`src/rtl/systolic_feeder.sv`:
```
// ---------------------------------------------------------------------------
// systolic_feeder
//
// Buffers an N x N matrix pair (A, B) delivered one beat at a time, then
// streams them skewed into the west and north edges of an N x N systolic
// multiply-accumulate array.
//
// Ports
//   clk         clock, all state updates on the rising edge
//   reset       asynchronous, active-low reset
//   load_valid  load beat offered
//   load_ready  feeder accepts a load beat this cycle
//   load_a      beat k: A[i][k] in slice i (bits i*W +: W)
//   load_b      beat k: B[k][j] in slice j
//   start       begin a matrix-multiply pass (honoured only once loaded)
//   clear_n     active-low accumulator clear to the array
//   west_out    slice i feeds the west input of row i, column 0
//   north_out   slice j feeds the north input of column j, row 0
//   busy        pass in progress (CLEAR and STREAM)
//   done        one-cycle pulse once every PE accumulator is final
//
// Every output is a register loaded from the next-state values, so an output
// changes on the same edge the state it belongs to is entered.
// ---------------------------------------------------------------------------
module systolic_feeder #(
  parameter int N = 4,
  parameter int W = 32
) (
  input  logic           clk,
  input  logic           reset,
  input  logic           load_valid,
  output logic           load_ready,
  input  logic [N*W-1:0] load_a,
  input  logic [N*W-1:0] load_b,
  input  logic           start,
  output logic           clear_n,
  output logic [N*W-1:0] west_out,
  output logic [N*W-1:0] north_out,
  output logic           busy,
  output logic           done
);

  localparam int CW     = $clog2(N + 1);  // beat counter, counts 0..N
  localparam int KW     = $clog2(N);      // buffer index
  localparam int TW     = $clog2(3 * N);  // stream index, 0..3N-3
  localparam int T_LAST = 3 * N - 3;

  typedef enum logic [2:0] {
    ST_IDLE,
    ST_LOADED,
    ST_CLEAR,
    ST_STREAM,
    ST_DONE
  } state_t;

  state_t         r_state;
  state_t         w_state_next;
  logic [CW-1:0]  r_beat;
  logic [CW-1:0]  w_beat_next;
  logic [TW-1:0]  r_t;
  logic [TW-1:0]  w_t_next;

  // r_a[i][k] = A[i][k], r_b[k][j] = B[k][j]
  logic [W-1:0]   r_a [N][N];
  logic [W-1:0]   r_b [N][N];

  logic           w_accept;
  logic [KW-1:0]  w_widx;

  logic           r_load_ready;
  logic           r_clear_n;
  logic           r_busy;
  logic           r_done;
  logic [N*W-1:0] r_west;
  logic [N*W-1:0] r_north;
  logic [N*W-1:0] w_west_next;
  logic [N*W-1:0] w_north_next;

  // In IDLE the beat counter never exceeds N-1, so its low bits address
  // the buffer column/row directly.
  assign w_accept = (r_state == ST_IDLE) && load_valid;
  assign w_widx   = r_beat[KW-1:0];

  // -------------------------------------------------------------------------
  // Next-state logic
  // -------------------------------------------------------------------------
  always_comb begin
    w_state_next = r_state;
    w_beat_next  = r_beat;
    w_t_next     = r_t;
    case (r_state)
      ST_IDLE: begin
        if (load_valid) begin
          w_beat_next = r_beat + CW'(1);
          if (r_beat == CW'(N - 1)) begin
            w_state_next = ST_LOADED;
          end
        end
      end
      ST_LOADED: begin
        if (start) begin
          w_state_next = ST_CLEAR;
        end
      end
      ST_CLEAR: begin
        w_state_next = ST_STREAM;
        w_t_next     = '0;
      end
      ST_STREAM: begin
        if (r_t == TW'(T_LAST)) begin
          w_state_next = ST_DONE;
        end else begin
          w_t_next = r_t + TW'(1);
        end
      end
      ST_DONE: begin
        w_state_next = ST_IDLE;
        w_beat_next  = '0;
      end
      default: begin
        w_state_next = ST_IDLE;
        w_beat_next  = '0;
      end
    endcase
  end

  // -------------------------------------------------------------------------
  // Skewed output selection for the upcoming stream index. Row i and column i
  // share the same window: element index d = t - i is live for 0 <= d <= N-1,
  // giving A[i][d] on the west edge and B[d][i] on the north edge. Outside
  // the window the edge carries +0.0 so the PE multiplies to zero.
  // -------------------------------------------------------------------------
  for (genvar gi = 0; gi < N; gi++) begin : g_skew
    logic [TW-1:0] w_d;
    logic          w_live;

    assign w_d    = w_t_next - TW'(gi);
    assign w_live = (w_state_next == ST_STREAM) &&
                    (w_t_next >= TW'(gi)) && (w_d < TW'(N));

    assign w_west_next[gi*W +: W]  = w_live ? r_a[gi][w_d[KW-1:0]] : '0;
    assign w_north_next[gi*W +: W] = w_live ? r_b[w_d[KW-1:0]][gi] : '0;
  end

  // -------------------------------------------------------------------------
  // State and registered outputs
  // -------------------------------------------------------------------------
  always_ff @(posedge clk or negedge reset) begin
    if (!reset) begin
      r_state      <= ST_IDLE;
      r_beat       <= '0;
      r_t          <= '0;
      r_load_ready <= 1'b1;
      r_clear_n    <= 1'b1;
      r_busy       <= 1'b0;
      r_done       <= 1'b0;
      r_west       <= '0;
      r_north      <= '0;
    end else begin
      r_state      <= w_state_next;
      r_beat       <= w_beat_next;
      r_t          <= w_t_next;
      r_load_ready <= (w_state_next == ST_IDLE);
      r_clear_n    <= (w_state_next != ST_CLEAR);
      r_busy       <= (w_state_next == ST_CLEAR) || (w_state_next == ST_STREAM);
      r_done       <= (w_state_next == ST_DONE);
      r_west       <= w_west_next;
      r_north      <= w_north_next;
    end
  end

  // -------------------------------------------------------------------------
  // Operand buffers. Contents persist across passes; each new beat overwrites
  // one A column and one B row.
  // -------------------------------------------------------------------------
  always_ff @(posedge clk or negedge reset) begin
    if (!reset) begin
      for (int i = 0; i < N; i++) begin
        for (int k = 0; k < N; k++) begin
          r_a[i][k] <= '0;
          r_b[i][k] <= '0;
        end
      end
    end else if (w_accept) begin
      for (int i = 0; i < N; i++) begin
        r_a[i][w_widx] <= load_a[i*W +: W];
        r_b[w_widx][i] <= load_b[i*W +: W];
      end
    end
  end

  assign load_ready = r_load_ready;
  assign clear_n    = r_clear_n;
  assign busy       = r_busy;
  assign done       = r_done;
  assign west_out   = r_west;
  assign north_out  = r_north;

endmodule

```
`config.mk`:
```
export PLATFORM = sky130hd
export DESIGN_NAME = systolic_feeder
export DESIGN_NICKNAME = d
export VERILOG_FILES = /design/src/rtl/systolic_feeder.sv
export SDC_FILE = /design/constraint.sdc
export NUM_CORES = 2
export LEC_CHECK = 0
export CORE_UTILIZATION = 57
export DETAILED_ROUTE_END_ITERATION = 7
export HOLD_SLACK_MARGIN = 0.03
export PLACE_DENSITY = 0.8
export SLEW_MARGIN = 20
export SYNTH_ARGS = -nofsm -noshare
export SYNTH_HDL_FRONTEND = slang
export SYNTH_SLANG_ARGS = --single-unit
```
`constraint.sdc`:
```
create_clock -name clk -period 4.5 [get_ports clk]
set_input_delay 0.9 -clock clk [delete_from_list [all_inputs] [get_ports clk]]
set_output_delay 0.9 -clock clk [all_outputs]
set_load 0.05 [all_outputs]
```
-- After elaboration in Yosys (flattened, before gate mapping)
Index checks and enable logic that the tools add are counted.
- $add $sub $neg: 5
- order comparisons: 14
- equal/unequal tests: 10
- mux-type cells: 59
- bitwise gates (word level): 6
- reductions and logical operators: 15
- operators by type and width (cell ; count):
    512-bit bitwise mux ; 4
    128-bit binary-select mux with 2-bit select ; 4
    128-bit demux with 2-bit select ; 4
    32-bit 2-to-1 mux ; 20
    128-bit bitwise mux ; 4
    128-bit 2-to-1 mux ; 3
    96-bit 2-to-1 mux ; 3
    32-bit binary-select mux with 2-bit select ; 4
    64-bit 2-to-1 mux ; 3
    32-bit demux with 2-bit select ; 1
    4-bit by 3-bit less-than comparator with 1-bit output, second input constant ; 4
    3-bit by 2-bit equality test with 1-bit output, second input constant ; 5
    3-bit >= comparator, second input constant ; 5
    3-bit 2-to-1 mux ; 5
    2-bit inverter with 3-bit output ; 5
    3-bit one-hot mux with 4 select lines ; 1
    1-bit logical AND ; 10
    4-bit by 1-bit >= comparator with 1-bit output, second input constant ; 2
    4-bit by 2-bit >= comparator with 1-bit output, second input constant ; 2
    4-bit one-hot mux with 2 select lines ; 1
    4-bit by 2-bit subtractor with 4-bit output, second input constant ; 2
    3-bit logical NOT ; 2
    3-bit one-hot mux with 2 select lines ; 1
    4-bit by 1-bit adder with 4-bit output, second input constant ; 1
    other kinds (13) ; 13
- register bits: 1294
- word-level logic and storage cells: 150

-- Logic depth before layout (Yosys ltp)
- depth after elaboration: 9
- depth in mapped cells: 17

-- Worst setup path after synthesis
Ideal clock, no wire load.
- kind: reg2reg
- start point: reg r_t[1]
- end point: reg r_north[32] (netlist: north_out[32])
- library setup time: 0.067 ns
- arrival: 3.338 ns
- data required time: 4.433 ns
- path slack: 1.095 ns
- stages on the path, launching flop included: 18
- path buffers: 4
- path through: dfrtp_1 > inv_1 > ha_1 > nand3b_1 > mux2_2 > nand2_4 > inv_2 > buf_6 > buf_2 > buf_1 > ha_1 > nand3b_1 > a21oi_1 > a2111oi_1 > nand2b_1 > mux2i_2 > clkbuf_1 > and3_1
- cells in the longest elaborated chain, start to end: 9
- elaborated cells between the ends (all ways): 17
- ends and longest elaborated chain (element ; line ; source):
    start, declared ; 60 ; logic [TW-1:0] r_t;
    start signal, assigned ; 162 ; r_t <= w_t_next;
    4-bit by 1-bit adder with 4-bit output or 4-bit equality test (tied branches) ; 113, 110 ;
    4-bit 2-to-1 mux ; 110 ; if (r_t == TW'(T_LAST)) begin
    4-bit one-hot mux with 2 select lines ; 91 ; case (r_state)
    4-bit by 1-bit subtractor with 4-bit output ; 137 ; assign w_d = w_t_next - TW'(gi);
    2-bit inverter with 3-bit output (not written as such) ; 142 ; assign w_north_next[gi*W +: W] = w_live ? r_b[w_d[KW-1:0]][gi] : '0;
    128-bit binary-select mux with 2-bit select ; 142 ;
    96-bit 2-to-1 mux (not written as such) (2 in a row) ; 142 ;
    32-bit 2-to-1 mux (*) ; 142 ;
    net w_north_next[32] ; 77 ; logic [N*W-1:0] w_north_next;
    end signal, assigned ; 168 ; r_north <= w_north_next;
    end, declared ; 75 ; logic [N*W-1:0] r_north;
Mark *: on every way through the listed nets, which the timed path passes. The rest lies on a longest branch. The select of a mux whose other input is x is not followed.
A chain may end at the register's enable or synchronous reset.

-- Final worst setup path
- start point: reg r_t[0]
- end point: reg r_west[60] (netlist: west_out[60])
- cells in the longest elaborated chain, start to end: 9
- elaborated cells between the ends (all ways): 17
- ends and longest elaborated chain (element ; line ; source):
    4-bit by 1-bit adder with 4-bit output or 4-bit equality test (tied branches) ; 113, 110 ;
    4-bit 2-to-1 mux ; 110 ;
    4-bit one-hot mux with 2 select lines ; 91 ;
    4-bit by 1-bit subtractor with 4-bit output ; 137 ;
    2-bit inverter with 3-bit output (not written as such) ; 141 ; assign w_west_next[gi*W +: W] = w_live ? r_a[gi][w_d[KW-1:0]] : '0;
    32-bit binary-select mux with 2-bit select ; 141 ;
    32-bit 2-to-1 mux (not written as such) (2 in a row) ; 141 ;
    32-bit 2-to-1 mux (*) ; 141 ;
    net w_west_next[60] ; 76 ; logic [N*W-1:0] w_west_next;
    end signal, assigned ; 167 ; r_west <= w_west_next;
    end, declared ; 74 ; logic [N*W-1:0] r_west;
Marked as above.

==> flow_metrics.py <==
metrics = {
    "outcome": {
        "status": "complete, no violations",
    },
    "global_route": {
        "global_route.overflow_total": 0,
        "grt_use_met1": 0.348,
        "grt_max_degree": 165,
        "gr-usage-met3": 0.0722,
        "grt_usage": 0.279,
        "grt-busiest-layer": "met2",
        "grt_first_pass_wirelength_um": 205000,
        "grtUsageMet2": 0.464,
        "antenna_found_initial": 32,
        "grt_pass1_vias": 36134,
    },
    "clocking": {
        "post-cts-setup-buffers": 0,
        "clkSlewWorstSetupHoldPaths_ns": 0.06,
        "clock-sinks": 1294,
        "cts_tree": "yes",
        "cts_hold_buf": 0,
        "cts.repair.resized": 0,
        "clk_path_buf_depth": 3,
        "cts_max_level": 4,
        "cts_buffers": 134,
        "clk_latency_ns": 0.74,
        "cts_root_buffer": "clkbuf_16",
    },
    "detailed_routing": {
        "drt_pre_antenna_iters": 5,
        "drtIter0Drc": 2512,
        "viasPerCell": 5.87,
        "post-route-drc-count": 0,
        "vias": 34038,
        "wire_per_inst_um": 22.8,
        "wl_um": 132000,
        "ant_nets": 0,
    },
    "power_and_ir_drop": {
        "power_frac_seq": 0.356,
        "p_clk_frac": 0.208,
        "max-vdd-ir-drop_mv": 1.65,
        "p_sw_mw": 20.6,
        "swShare": 0.379,
        "pwr_density_cell_nw_per_um2": 839,
        "p_int_mw": 33.7,
        "power_frac_comb": 0.437,
        "p_leak_nw": 30.1,
    },
    "yosys": {
        "yosysWarnings": 0,
        "ys_ff_latch": 1294,
        "syn_inst": 3974,
        "postSynthAreaPerCell_um2": 13.5,
        "async_reset_ff_frac": 1.00,
        "synth_compound_area_frac": 0.0339,
        "synth.cell_area_um2": 53700,
        "synth_top_family_by_area": "multiplexers",
        "yosys-top-cells-area": "dfrtp_1, mux2_2, nand2_1",
        "synth_seq_area_share": 0.603,
        "synth-xor-area-share": 0.000326,
        "synth-simple-area-share": 0.0798,
        "yosysTopAreaCellShare": 0.602,
        "synth.area.mux_share": 0.254,
        "synth_nets": 4247,
        "yosysTopAreaCell": "dfrtp_1",
        "synth.distinct_cells": 43,
        "synthAdderAreaFrac": 0.00303,
        "synth_edf_count": 0,
        "synth_ff_type": "dfrtp_1",
    },
    "critical_path": {
        "cp.buffers_inverters": 2,
        "critPathMaxFanout": 64,
        "cp_slowest_cell": "dfrtp_1",
        "arrival_ns": 4.51,
        "endpoint_kind": "flip-flop",
        "regToRegStartpoint": "r_t[0]$_DFF_PN0_",
        "worstSetupStartpointType": "flip-flop",
        "cp_top_family": "simple AND/OR/NAND/NOR gates",
        "cp_data_required_time_ns": 5.16,
        "slowest_delay_ns": 0.44,
        "worstSetupPathType": "reg2reg",
        "critPathLaunch": "r_t[0]$_DFF_PN0_",
        "cp_cell_sequence": "ha_1 -> nand3b_1 -> mux2_2 -> nand2_8 -> inv_8 -> ha_1 -> nand3b_1 -> a21oi_1 -> a2111oi_1 -> nand2_1 -> mux2i_4 -> buf_12 -> and3_1",
    },
    "floorplanning": {
        "row_count": 112,
        "die_h_um": 309,
        "die_x_um": 309,
        "die_area_um2": 95400,
        "core_area_um2": 93300,
        "initial_utilization": 0.575,
        "ios": 520,
    },
    "flow_run": {
        "cap_viol_max_count": 0,
    },
    "timing": {
        "setup_ws_ns": 0.649,
        "worst_slew_pin_slew_ns": 1.11,
        "whs_ns": 0.165,
        "period_needed_ns": 3.85,
        "fin_tns_setup_ns": 0,
        "rsz0062_at_grt": "false",
        "slew_viol_final": 0,
        "finClkSkew_ns": 0.0219,
        "hold_viol_final": 0,
        "max_freq_ghz": 0.260,
        "post-route-period-util": 0.856,
        "setup_viol": 0,
        "slew_headroom": 0.263,
    },
    "place": {
        "port_buffers": 519,
        "dp_hpwl_um": 76600,
        "placed_area_um2": 60200,
        "place_congestion": 0.794,
        "place_ws_ns": 0.753,
    },
    "final_layout": {
        "fillers": 6402,
        "fin_nets": 4696,
        "area_growth_pct": 20.5,
        "multi_input_area_um2": 20000,
        "drive_above_1_share": 0.307,
        "seq_area_um2": 32400,
        "final_area_um2": 64700,
        "layout_common_cells": "dfrtp_1, mux2_2, nand2_1, clkdlybuf4s50_1, and3_1",
        "final_common_cell": "dfrtp_1",
    },
    "worst_hold_path": {
        "hold_class": "in2async",
    },
}
## area by class of cell
class,instances,share of cell area
clock inverters,35,0.00729
well taps,1254,0.0243
clock buffers,202,0.0620
inverters,11,0.00101
repair buffers,593,0.0950
multi-input cells,2389,0.309
flip-flops and latches,1294,0.501
diodes,22,0.000851
## worst reg2reg max path, cell delays in order, from the launching register on
cell and delay (ns):
dfrtp_1 0.44, ha_1 0.25, nand3b_1 0.15, mux2_2 0.32
nand2_8 0.26, inv_8 0.45, ha_1 0.31, nand3b_1 0.13
a21oi_1 0.07, a2111oi_1 0.42, nand2_1 0.16, mux2i_4 0.19
buf_12 0.28, and3_1 0.34
## cells by family after synthesis
kind of cell,Yosys count
xor gates and xnor gates,2
adders and majority gates,13
muxes,1154
and+or+nand+nor,944
DFF,1294
AOI/OAI and AO/OA,276
buffers and inverters,291
## final timing paths
check	end	slack [ns]	cells past startpoint
max in group asynchronous	r_a[251]$_DFFE_PN0P_	3.08	2
min	r_b[279]$_DFFE_PN0P_	0.17	1
min in group clk	r_b[400]$_DFFE_PN0P_	0.50	1
min reg2reg	r_b[400]$_DFFE_PN0P_	0.50	1
max reg2reg	west_out[60]$_DFF_PN0_	0.65	13
max	west_out[60]$_DFF_PN0_	0.65	13
## power by group through the flow
stage / Sequential, mW / Clock, mW / Combinational (mW)
2_1_floorplan: 21.0 / 0 / 15.1
3_3_place_gp: 19.1 / 0 / 23.1
3_5_place_dp: 19.3 / 0 / 23.6
4_1_cts: 19.2 / 11.4 / 23.8
5_1_grt: 19.8 / 11.9 / 25.4
6_report: 19.3 / 11.3 / 23.7
## stage by stage
step	cells	power (mW)	util
after CTS	5778	54.5	0.693
after floorplan	3974	36.0	-
final	5800	54.3	0.693
after detailed placement	5541	42.9	0.645
after global placement	5541	42.1	0.645
after global routing	5799	57.2	0.693
## cell usage after synthesis, types with 2 or more instances
cell type  count
o21ai_0        2
ha_1          13
dfrtp_1     1292
a211oi_1      66
mux4_2        64
nand3b_1       3
nand2_1      527
a21oi_1      136
dfstp_2        2
a21o_1         2
nor2_1        71
nand2b_1       3
nor2b_1        2
buf_6         10
and3_1       193
mux2_2      1025
clkbuf_1     108
and2_1         2
mux2i_1       64
xnor2_1        2
buf_4         14
buf_2        138
nand3_1      130
or3_1          6
buf_1         10
a22o_1        64
inv_1          9
## sequential cells by signal, indices dropped and copies added (netlist names)
name        cells
load_ready      1
clear_n         1
r_t             4
west_out      128
done            1
north_out     128
r_a           512
r_state         3
r_b           512
busy            1
r_beat          3
## layer usage
| layer | wire length [um] | part of all wire |
|---|---|---|
| met1 | 53100 | 0.40 |
| met2 | 66500 | 0.50 |
| met3 | 8400 | 0.063 |
| met4 | 4150 | 0.031 |
| met5 | 136 | 0.0010 |
Power figures use the tool's default switching activity.
